File: config.mk
export PLATFORM = sky130hd
export DESIGN_NAME = exu_muldiv
export DESIGN_NICKNAME = d
export VERILOG_FILES = /design/src/rtl/exu_muldiv.sv
export SDC_FILE = /design/constraint.sdc
export NUM_CORES = 1
export LEC_CHECK = 0
export BUFFER_PORTS_ARGS = -buffer_cell sky130_fd_sc_hd__buf_4
export CAP_MARGIN = 20
export CORE_MARGIN = 4
export CORE_UTILIZATION = 40
export CTS_CLUSTER_DIAMETER = 40
export DETAILED_ROUTE_END_ITERATION = 6
export PLACE_DENSITY = 0.63
export SYNTH_ARGS = -nofsm -noshare
export SYNTH_HDL_FRONTEND = slang
export SYNTH_SLANG_ARGS = --single-unit
File: constraint.sdc
create_clock -name i_clk -period 4.6 [get_ports i_clk]
set_input_delay 1.15 -clock i_clk [delete_from_list [all_inputs] [get_ports i_clk]]
set_output_delay 1.15 -clock i_clk [all_outputs]
set_load 0.005 [all_outputs]
File: src/rtl/exu_muldiv.sv
// Iterative radix-2 multiply/divide unit: shift-add multiply and restoring divide
// on operand magnitudes, with sign fix-up applied once when the result is formed.
module exu_muldiv #(
   parameter int WIDTH = 32,
   parameter int CNT_W = $clog2(WIDTH) + 1
) (
   input  logic             i_clk,
   input  logic             i_rst_n,
   input  logic             i_valid,
   output logic             o_ready,
   input  logic [2:0]       i_op,
   input  logic [WIDTH-1:0] i_src1,
   input  logic [WIDTH-1:0] i_src2,
   input  logic             i_flush,
   output logic             o_valid,
   input  logic             i_ready,
   output logic [WIDTH-1:0] o_res,
   output logic             o_dbz
);

   localparam logic [2:0] OP_MUL    = 3'b000;
   localparam logic [2:0] OP_MULH   = 3'b001;
   localparam logic [2:0] OP_MULHSU = 3'b010;
   localparam logic [2:0] OP_MULHU  = 3'b011;
   localparam logic [2:0] OP_DIV    = 3'b100;
   localparam logic [2:0] OP_DIVU   = 3'b101;
   localparam logic [2:0] OP_REM    = 3'b110;
   localparam logic [2:0] OP_REMU   = 3'b111;

   typedef enum logic [1:0] {S_IDLE, S_CALC, S_DONE} state_t;

   state_t           state_q, state_d;
   logic [CNT_W-1:0] cnt_q, cnt_d;
   logic [2:0]       op_q, op_d;
   logic [WIDTH-1:0] hi_q, hi_d;
   logic [WIDTH-1:0] lo_q, lo_d;
   logic [WIDTH-1:0] b_q, b_d;
   logic [WIDTH-1:0] res_q, res_d;
   logic             neg_q, neg_d;
   logic             nrem_q, nrem_d;
   logic             byp_q, byp_d;
   logic             dbz_q, dbz_d;

   // Request decode: which operands are signed, their magnitudes, special cases
   logic             is_div, s1_signed, s2_signed, a_neg, b_neg, src2_zero, ovf;
   logic [WIDTH-1:0] a_mag, b_mag;

   assign is_div    = i_op[2];
   assign s1_signed = (i_op == OP_MULH) || (i_op == OP_MULHSU) || (i_op == OP_DIV) || (i_op == OP_REM);
   assign s2_signed = (i_op == OP_MULH) || (i_op == OP_DIV) || (i_op == OP_REM);
   assign a_neg     = s1_signed & i_src1[WIDTH-1];
   assign b_neg     = s2_signed & i_src2[WIDTH-1];
   assign a_mag     = a_neg ? -i_src1 : i_src1;
   assign b_mag     = b_neg ? -i_src2 : i_src2;
   assign src2_zero = (i_src2 == '0);
   assign ovf       = ((i_op == OP_DIV) || (i_op == OP_REM)) &&
                      (i_src1 == {1'b1, {(WIDTH-1){1'b0}}}) && (&i_src2);

   // One iteration of each algorithm; {hi,lo} is the shared working register
   logic [WIDTH:0]   add, shl, trial;
   logic             ge;
   logic [WIDTH-1:0] mul_hi, mul_lo, div_hi, div_lo;

   assign add    = lo_q[0] ? ({1'b0, hi_q} + {1'b0, b_q}) : {1'b0, hi_q};
   assign mul_hi = add[WIDTH:1];
   assign mul_lo = {add[0], lo_q[WIDTH-1:1]};
   assign shl    = {hi_q, lo_q[WIDTH-1]};
   assign trial  = shl - {1'b0, b_q};
   assign ge     = ~trial[WIDTH];
   assign div_hi = ge ? trial[WIDTH-1:0] : shl[WIDTH-1:0];
   assign div_lo = {lo_q[WIDTH-2:0], ge};

   logic [2*WIDTH-1:0] prod, prod_s;
   logic [WIDTH-1:0]   quo, rem, fin_res;

   assign prod   = {hi_q, lo_q};
   assign prod_s = neg_q ? -prod : prod;
   assign quo    = neg_q ? -lo_q : lo_q;
   assign rem    = nrem_q ? -hi_q : hi_q;

   always_comb begin
      fin_res = '0;
      case (op_q)
         OP_MUL:                        fin_res = prod_s[WIDTH-1:0];
         OP_MULH, OP_MULHSU, OP_MULHU:  fin_res = prod_s[2*WIDTH-1:WIDTH];
         OP_DIV, OP_DIVU:               fin_res = quo;
         OP_REM, OP_REMU:               fin_res = rem;
         default:                       fin_res = '0;
      endcase
   end

   always_comb begin
      state_d = state_q;
      cnt_d   = cnt_q;
      op_d    = op_q;
      hi_d    = hi_q;
      lo_d    = lo_q;
      b_d     = b_q;
      res_d   = res_q;
      neg_d   = neg_q;
      nrem_d  = nrem_q;
      byp_d   = byp_q;
      dbz_d   = dbz_q;
      case (state_q)
         S_IDLE: begin
            if (i_valid) begin
               state_d = S_CALC;
               op_d    = i_op;
               neg_d   = a_neg ^ b_neg;
               nrem_d  = a_neg;
               hi_d    = '0;
               lo_d    = is_div ? a_mag : b_mag;
               b_d     = is_div ? b_mag : a_mag;
               res_d   = '0;
               dbz_d   = 1'b0;
               byp_d   = 1'b0;
               cnt_d   = CNT_W'(WIDTH);
               // Special divides skip the iterations; counter 0 finishes next cycle
               if (is_div && src2_zero) begin
                  byp_d = 1'b1;
                  dbz_d = 1'b1;
                  cnt_d = '0;
                  res_d = i_op[1] ? i_src1 : '1;
               end else if (ovf) begin
                  byp_d = 1'b1;
                  cnt_d = '0;
                  res_d = i_op[1] ? '0 : i_src1;
               end
            end
         end
         S_CALC: begin
            if (cnt_q == '0) begin
               state_d = S_DONE;
               if (!byp_q) res_d = fin_res;
            end else begin
               cnt_d = cnt_q - {{(CNT_W-1){1'b0}}, 1'b1};
               hi_d  = op_q[2] ? div_hi : mul_hi;
               lo_d  = op_q[2] ? div_lo : mul_lo;
            end
         end
         S_DONE: begin
            if (i_ready) state_d = S_IDLE;
         end
         default: state_d = S_IDLE;
      endcase
      if (i_flush) begin
         state_d = S_IDLE;
         cnt_d   = '0;
         res_d   = '0;
         dbz_d   = 1'b0;
         byp_d   = 1'b0;
      end
   end

   always_ff @(posedge i_clk or negedge i_rst_n) begin
      if (!i_rst_n) begin
         state_q <= S_IDLE;
         cnt_q   <= '0;
         op_q    <= '0;
         hi_q    <= '0;
         lo_q    <= '0;
         b_q     <= '0;
         res_q   <= '0;
         neg_q   <= 1'b0;
         nrem_q  <= 1'b0;
         byp_q   <= 1'b0;
         dbz_q   <= 1'b0;
      end else begin
         state_q <= state_d;
         cnt_q   <= cnt_d;
         op_q    <= op_d;
         hi_q    <= hi_d;
         lo_q    <= lo_d;
         b_q     <= b_d;
         res_q   <= res_d;
         neg_q   <= neg_d;
         nrem_q  <= nrem_d;
         byp_q   <= byp_d;
         dbz_q   <= dbz_d;
      end
   end

   assign o_ready = (state_q == S_IDLE);
   assign o_valid = (state_q == S_DONE);
   assign o_res   = o_valid ? res_q : '0;
   assign o_dbz   = o_valid & dbz_q;

endmodule
# --- After elaboration in Yosys (flattened, before gate mapping) ---
# Index checks and enable logic that the tools add are counted.
classes:
  bitwise: 5
  muxes: 48
  n_eq_ne: 21
  addsub: 8
  n_reduce_logical: 27
ops:
  columns: ["cell", "n"]
  rows:
  - ["$mux 32", 22]
  - ["$pmux 32 s2", 3]
  - ["$neg 32->32", 4]
  - ["$pmux 32 s4", 1]
  - ["$mux 64", 1]
  - ["$neg 64->64", 1]
  - ["$add 32x32->33", 1]
  - ["$mux 33", 1]
  - ["$sub 33x32->33", 1]
  - ["$eq 32x32->1 const B", 1]
  - ["$logic_not 32->1", 1]
  - ["$reduce_and 32->1", 1]
  - ["$mux 6", 5]
  - ["$eq 3x3->1 const B", 6]
  - ["$pmux 6 s2", 1]
  - ["$eq 3x2->1 const B", 3]
  - ["$mux 1", 9]
  - ["$ne 3x3->1 const B", 3]
  - ["$reduce_and 3->1", 3]
  - ["$mux 2", 4]
  - ["$eq 3x1->1 const B", 2]
  - ["$logic_not 6->1", 1]
  - ["$logic_or 1x1->1", 6]
  - ["$ne 3x2->1 const B", 2]
  - ["other kinds (17)", 26]
totals:
  output_inout_bits: 35
  elab_cells: 120
  input_bits: 72
  ff_bits: 143

# --- Depth between registers and ports, before layout ---
logic_depth:
  ltp_word: 9
  depth_mapped: 13

# --- Least setup slack after synthesis ---
# Ideal clock, no wire load.
synth_timing:
  path_kind: "input to register"
  start: "in i_src2[10]"
  end: "reg lo_q[25]"
  t_arrival_ns: 3.477
  setup_ns: 0.077
  stages: 9
  n_path_buf: 1
  setup_slack_ns: 1.045
  cell_sequence: "or4_1 > or2_1 > clkbuf_1 > or4_1 > nor4_2 > a21oi_1 > xnor2_1 > mux2_2 > a21oi_1"
synth_between:
  elab_chain_cells: 5
synth_lines:
  columns: ["element", "line", "text"]
  rows:
  - ["start, declared", "13", "input logic [WIDTH-1:0] i_src2,"]
  - ["$neg 32->32", "54", "assign b_mag = b_neg ? -i_src2 : i_src2;"]
  - ["$mux 32", "54", null]
  - ["$mux 32", "112", "lo_d = is_div ? a_mag : b_mag;"]
  - ["$mux 32", "106", "if (i_valid) begin"]
  - ["$pmux 32 s2", "104", "case (state_q)"]
  - ["end signal, assigned", "173", "lo_q <= lo_d;"]
  - ["end, declared", "36", "logic [WIDTH-1:0] lo_q, lo_d;"]
# No other way between the ends. The select of a mux whose other input is x is not followed.
# A chain may end at the register's enable or synchronous reset.

# --- Worst setup path after layout ---
layout_timing:
  start: "reg b_q[0]"
  end: "reg hi_q[20]"
layout_between:
  elab_chain_cells: 5
  word_cells_on_any_way: 7
  classes_between: "add/sub: 2; mux: 5"
layout_lines:
  columns: ["element", "line", "text"]
  rows:
  - ["start, declared", "37", "logic [WIDTH-1:0] b_q, b_d;"]
  - ["start signal, assigned", "162", "b_q <= '0;"]
  - ["start signal, assigned", "174", "b_q <= b_d;"]
  - ["$sub 33x32->33 / $add 32x32->33 (equally long branches)", "68, 64", null]
  - ["$mux 32 / $mux 33 (equally long branches)", "70, 64", null]
  - ["$mux 32 *", "137", "hi_d = op_q[2] ? div_hi : mul_hi;"]
  - ["$mux 32 *", "132", "if (cnt_q == '0) begin"]
  - ["$pmux 32 s2 *", "104", null]
  - ["end signal, assigned", "172", "hi_q <= hi_d;"]
  - ["end, declared", "35", "logic [WIDTH-1:0] hi_q, hi_d;"]
# Every way passes the cells marked *; elsewhere a longest branch is shown, timed or not. The select of a mux whose other input is x is not followed.

==> impl_results.rst <==
.. list-table::
   :header-rows: 1

   * - Metric
     - Value
   * - Status
     - finished clean
   * - Maximum fanout count along the critical path
     - 15
   * - Cell family with the largest share of critical-path delay
     - compound AO/OA/AOI/OAI gates
   * - DPL Wire Length
     - 49.3 mm
   * - CP Capture Type
     - flip-flop
   * - Number of instances in the synthesized netlist
     - 2104
   * - Post-Route Skew
     - between 0.015 and 0.02 ns
   * - Total Negative Setup Slacks
     - 0 ns
   * - Antenna viol nets, final
     - 0
   * - Ranking of synthesized cells by area
     - sky130_fd_sc_hd__dfrtp_1 23%, sky130_fd_sc_hd__a21oi_1 7.1%, sky130_fd_sc_hd__o21ai_0 6.3%
   * - Number of hold buffers added after cts
     - 0
   * - Number of synthesis warnings
     - 0
   * - Detailed-route wire length per cell
     - 24.0 um
   * - Longest individual stage delay on the worst path
     - 0.51 ns
   * - Number of global-route vias before repair
     - 15700
   * - Minimum clock period
     - 4.03 ns
   * - Final nets
     - roughly 2300
   * - # resized after CTS
     - 0
   * - Layout area overhead
     - 12.2%
   * - Num ports
     - 107
   * - Kind of critical path
     - reg -> reg
   * - Post-synthesis instance area
     - between 15000 and 20000 sq um
   * - H-tree levels
     - 4
   * - Final-report setup violation count
     - 0
   * - Filler Cell Count
     - 3944
   * - Row count
     - 72
   * - Critical path buffers and inverters
     - 3
   * - Synth top area share
     - 22.9%
   * - Tightest slew margin relative to the limit
     - 26.8%
   * - Fin crit share
     - 87.6%
   * - Buffer count from post-CTS setup fixing
     - 0
   * - Number of buffers added on ports
     - 106
   * - Cell breakdown of the critical path
     - ha_1 -> fa_1 -> nand2b_1 -> a21oi_1 -> o21ai_0 -> o311ai_1 -> buf_4 -> nor3_1 -> nand3b_1 -> buf_12 -> buf_4 -> nand2_1 -> o211ai_1 -> a32o_1
   * - Worst Setup Start Kind
     - flip-flop
   * - Post-Syn Nets
     - ~2200
   * - Maximum buffer depth of the clock tree
     - 2
   * - Most numerous cell on the critical path
     - sky130_fd_sc_hd__buf_4
   * - Commonest cells after routing, fill and taps aside
     - 222 x sky130_fd_sc_hd__a21oi_1, 220 x sky130_fd_sc_hd__nand2_1, 196 x sky130_fd_sc_hd__o21ai_0, 180 x sky130_fd_sc_hd__nor2_1, 159 x sky130_fd_sc_hd__buf_4
   * - Overall power of the completed layout
     - 8.54 mW
   * - Commonest register cell after synthesis
     - sky130_fd_sc_hd__dfrtp_1
   * - Global placer's final weighted congestion
     - 0.989
   * - Most common library cell in the layout ignoring fill and taps
     - sky130_fd_sc_hd__a21oi_1
   * - Clock Pin Slew Worst Setup and Hold Paths
     - about 0.070 ns
   * - Die width
     - 206 um
   * - Maximum number of pins on one net before global-route repair
     - 92
   * - Post-route standard cell area excluding fillers
     - between 15000 and 20000 sq um
   * - Cell area after placement
     - 17000 sq um
   * - EDFF count, synth
     - 0
   * - Required time of the worst setup path
     - 4.93 ns
   * - Maximum VDD drop
     - 0.310 mV
   * - Sequential fraction of the synthesis area
     - 22.9%
   * - Floorplan core area
     - 38600 sq um
   * - RSZ-0062 raised after global routing
     - false
   * - Worst skew pair latency
     - roughly 0.45 ns
   * - Clock tree root driver cell
     - sky130_fd_sc_hd__clkbuf_16
   * - Total clock sinks
     - 143
   * - Max_cap viols
     - 0
   * - Sw power
     - 4.36 mW
   * - Part of the total power dissipated in sequential elements
     - about a quarter
   * - Combinational group share of total power
     - 59.0%
   * - Fin. max-slew vios
     - 0
   * - Cell area power density
     - just under 500 nW/um^2
   * - Wire length of the first global-routing pass
     - 96.5 mm
   * - Fmax
     - 248 MHz
   * - Overall fraction of global-route tracks in use
     - 29.7%
   * - Worst Tran Pin Value
     - between 1 and 1.5 ns
   * - GRT Residual Overflow
     - 0
   * - Overall routed net length
     - 63.9 mm
   * - Vias
     - 16800
   * - Clock group share of total power
     - 16.1%
   * - Cell type with the highest aggregate area in the netlist
     - sky130_fd_sc_hd__dfrtp_1
   * - TritonCTS buffer count
     - 17
   * - Count of inserted antenna diode cells
     - 0
   * - First-pass iteration count of the detailed router
     - 6
   * - Internal power
     - 4.18 mW
   * - Die Area
     - 42300 sq um
   * - Slowest cell on the critical path
     - sky130_fd_sc_hd__dfrtp_1
   * - Vias/cell
     - approximately 6.3
   * - Leak pwr
     - 7.48 nW
   * - Count of routing violations after the opening detailed-route iteration
     - roughly 2000
   * - Arrival @ worst endpoint
     - 4.36 ns
   * - Share of total power consumed by net switching
     - 51.1%
   * - Post-Synthesis Mean Instance Area
     - 7.42 sq um
   * - Remaining design rule violation count
     - 0
   * - Initial core utilization
     - around two fifths
   * - Proportion of layout cells with a drive suffix above 1
     - 11.6%
   * - Clock tree from TritonCTS
     - built
   * - Post-synth ARST share
     - 100%
   * - Die boundary height
     - 206 um
   * - Worst min path class
     - reg -> reg
   * - Seq cells post-synth
     - 143
   * - Initial antenna violation count
     - 2
   * - Number of library cell types mapped by synthesis
     - 86
   * - Count of endpoints failing hold in the final timing report
     - 0
==> state kept, by name (all words and copies together) (netlist names) <==
name	cells
cnt_q	6
dbz_q	1
res_q	32
hi_q	32
neg_q	1
state_q	2
lo_q	32
nrem_q	1
byp_q	1
op_q	3
b_q	32
==> final cells by class <==
| class | count | area (sq um) | share of cell area, % |
|---|---|---|---|
| multi-input cells | 1745 | 11200 | 64.0 |
| flip-flops and latches | 143 | 3580 | 20.4 |
| repair buffers | 163 | 1260 | 7.22 |
| well taps | 518 | 648 | 3.70 |
| clock buffers | 20 | 447 | 2.55 |
| inverters | 65 | 244 | 1.39 |
| clock inverters | 12 | 111 | 0.636 |
==> kinds of logic (layout without fill, tap and decap cells) <==
group / after synthesis / after routing / share of synthesized area (%)
adders and majority gates: 73 / 73 / 5.95
buffers and inverters: 216 / 260 / 5.42
AOI/OAI and AO/OA: 707 / 707 / 28.1
xor gates and xnor gates: 184 / 184 / 10.3
DFF: 143 / 143 / 22.9
and+or+nand+nor: 692 / 692 / 21.5
muxes: 89 / 89 / 5.81
==> synthesized netlist by cell type (all sizes together) (12+ instances only) <==
| cell type | instances |
|---|---|
| or4 | 15 |
| nor2b | 12 |
| xnor2 | 100 |
| a31oi | 15 |
| a211oi | 20 |
| nor2 | 181 |
| o31ai | 34 |
| ha | 71 |
| nand2 | 220 |
| o21ai | 207 |
| or3 | 26 |
| nor4 | 19 |
| dfrtp | 143 |
| mux2i | 76 |
| o211ai | 31 |
| nand2b | 20 |
| buf | 25 |
| a21oi | 223 |
| clkbuf | 126 |
| nand4 | 26 |
| inv | 63 |
| mux2 | 13 |
| nor3 | 55 |
| o221ai | 23 |
| nand3 | 43 |
| a21o | 36 |
| or2 | 16 |
| and2 | 42 |
| a221oi | 16 |
| xor2 | 84 |
==> power groups by stage <==
stage	Clock [mW]	Sequential (mW)	Combinational [mW]
floorplan	0	1.80	3.60
global placement	0	2.11	4.83
detailed placement	0	2.12	4.89
CTS	1.39	2.10	4.92
global route	1.44	2.15	5.48
finish	1.37	2.12	5.04
==> worst reg2reg max path: cells and delay by family (launching register included) <==
kind	cells	cell delay, ns
AOI/OAI and AO/OA	5	1.45
adders and majority gates	2	0.70
buffers and inverters	3	0.65
and+or+nand+nor	4	0.62
DFF	1	0.51
==> metal layers <==
layer | GRT usage [%] | vias to the layer above | share of wire, %
li1 | - | 7701 | -
met1 | 42.2 | 8004 | 43
met2 | 45.0 | 914 | 43
met3 | 6.43 | 139 | 11
met4 | 9.26 | 2 | 3.5
met5 | 0 | - | 0.020
==> worst paths after layout <==
kind / from / end / slack [ns] / cells after the start
max: b_q[0]$_DFFE_PN0P_ / hi_q[20]$_DFFE_PN0P_ / 0.57 / 14
min reg2reg: res_q[4]$_DFFE_PN0P_ / res_q[4]$_DFFE_PN0P_ / 0.47 / 2
max in group asynchronous: i_rst_n / lo_q[20]$_DFFE_PN0P_ / 2.97 / 2
max reg2reg: b_q[0]$_DFFE_PN0P_ / hi_q[20]$_DFFE_PN0P_ / 0.57 / 14
min in group asynchronous: i_rst_n / b_q[7]$_DFFE_PN0P_ / 0.76 / 1
min: res_q[4]$_DFFE_PN0P_ / res_q[4]$_DFFE_PN0P_ / 0.47 / 2
==> per-stage QoR <==
stage	hold WS, ns	cells	worst slack, ns	util, %
after floorplan	0.430	2104	1.05	-
after global placement	0.461	2634	0.511	43.9
after detailed placement	0.463	2634	0.429	43.9
after CTS	0.477	2666	0.595	45.3
after global routing	0.506	2666	0.369	45.3
final	0.473	2666	0.570	45.3
No activity file was read; power rests on OpenSTA's default activity.
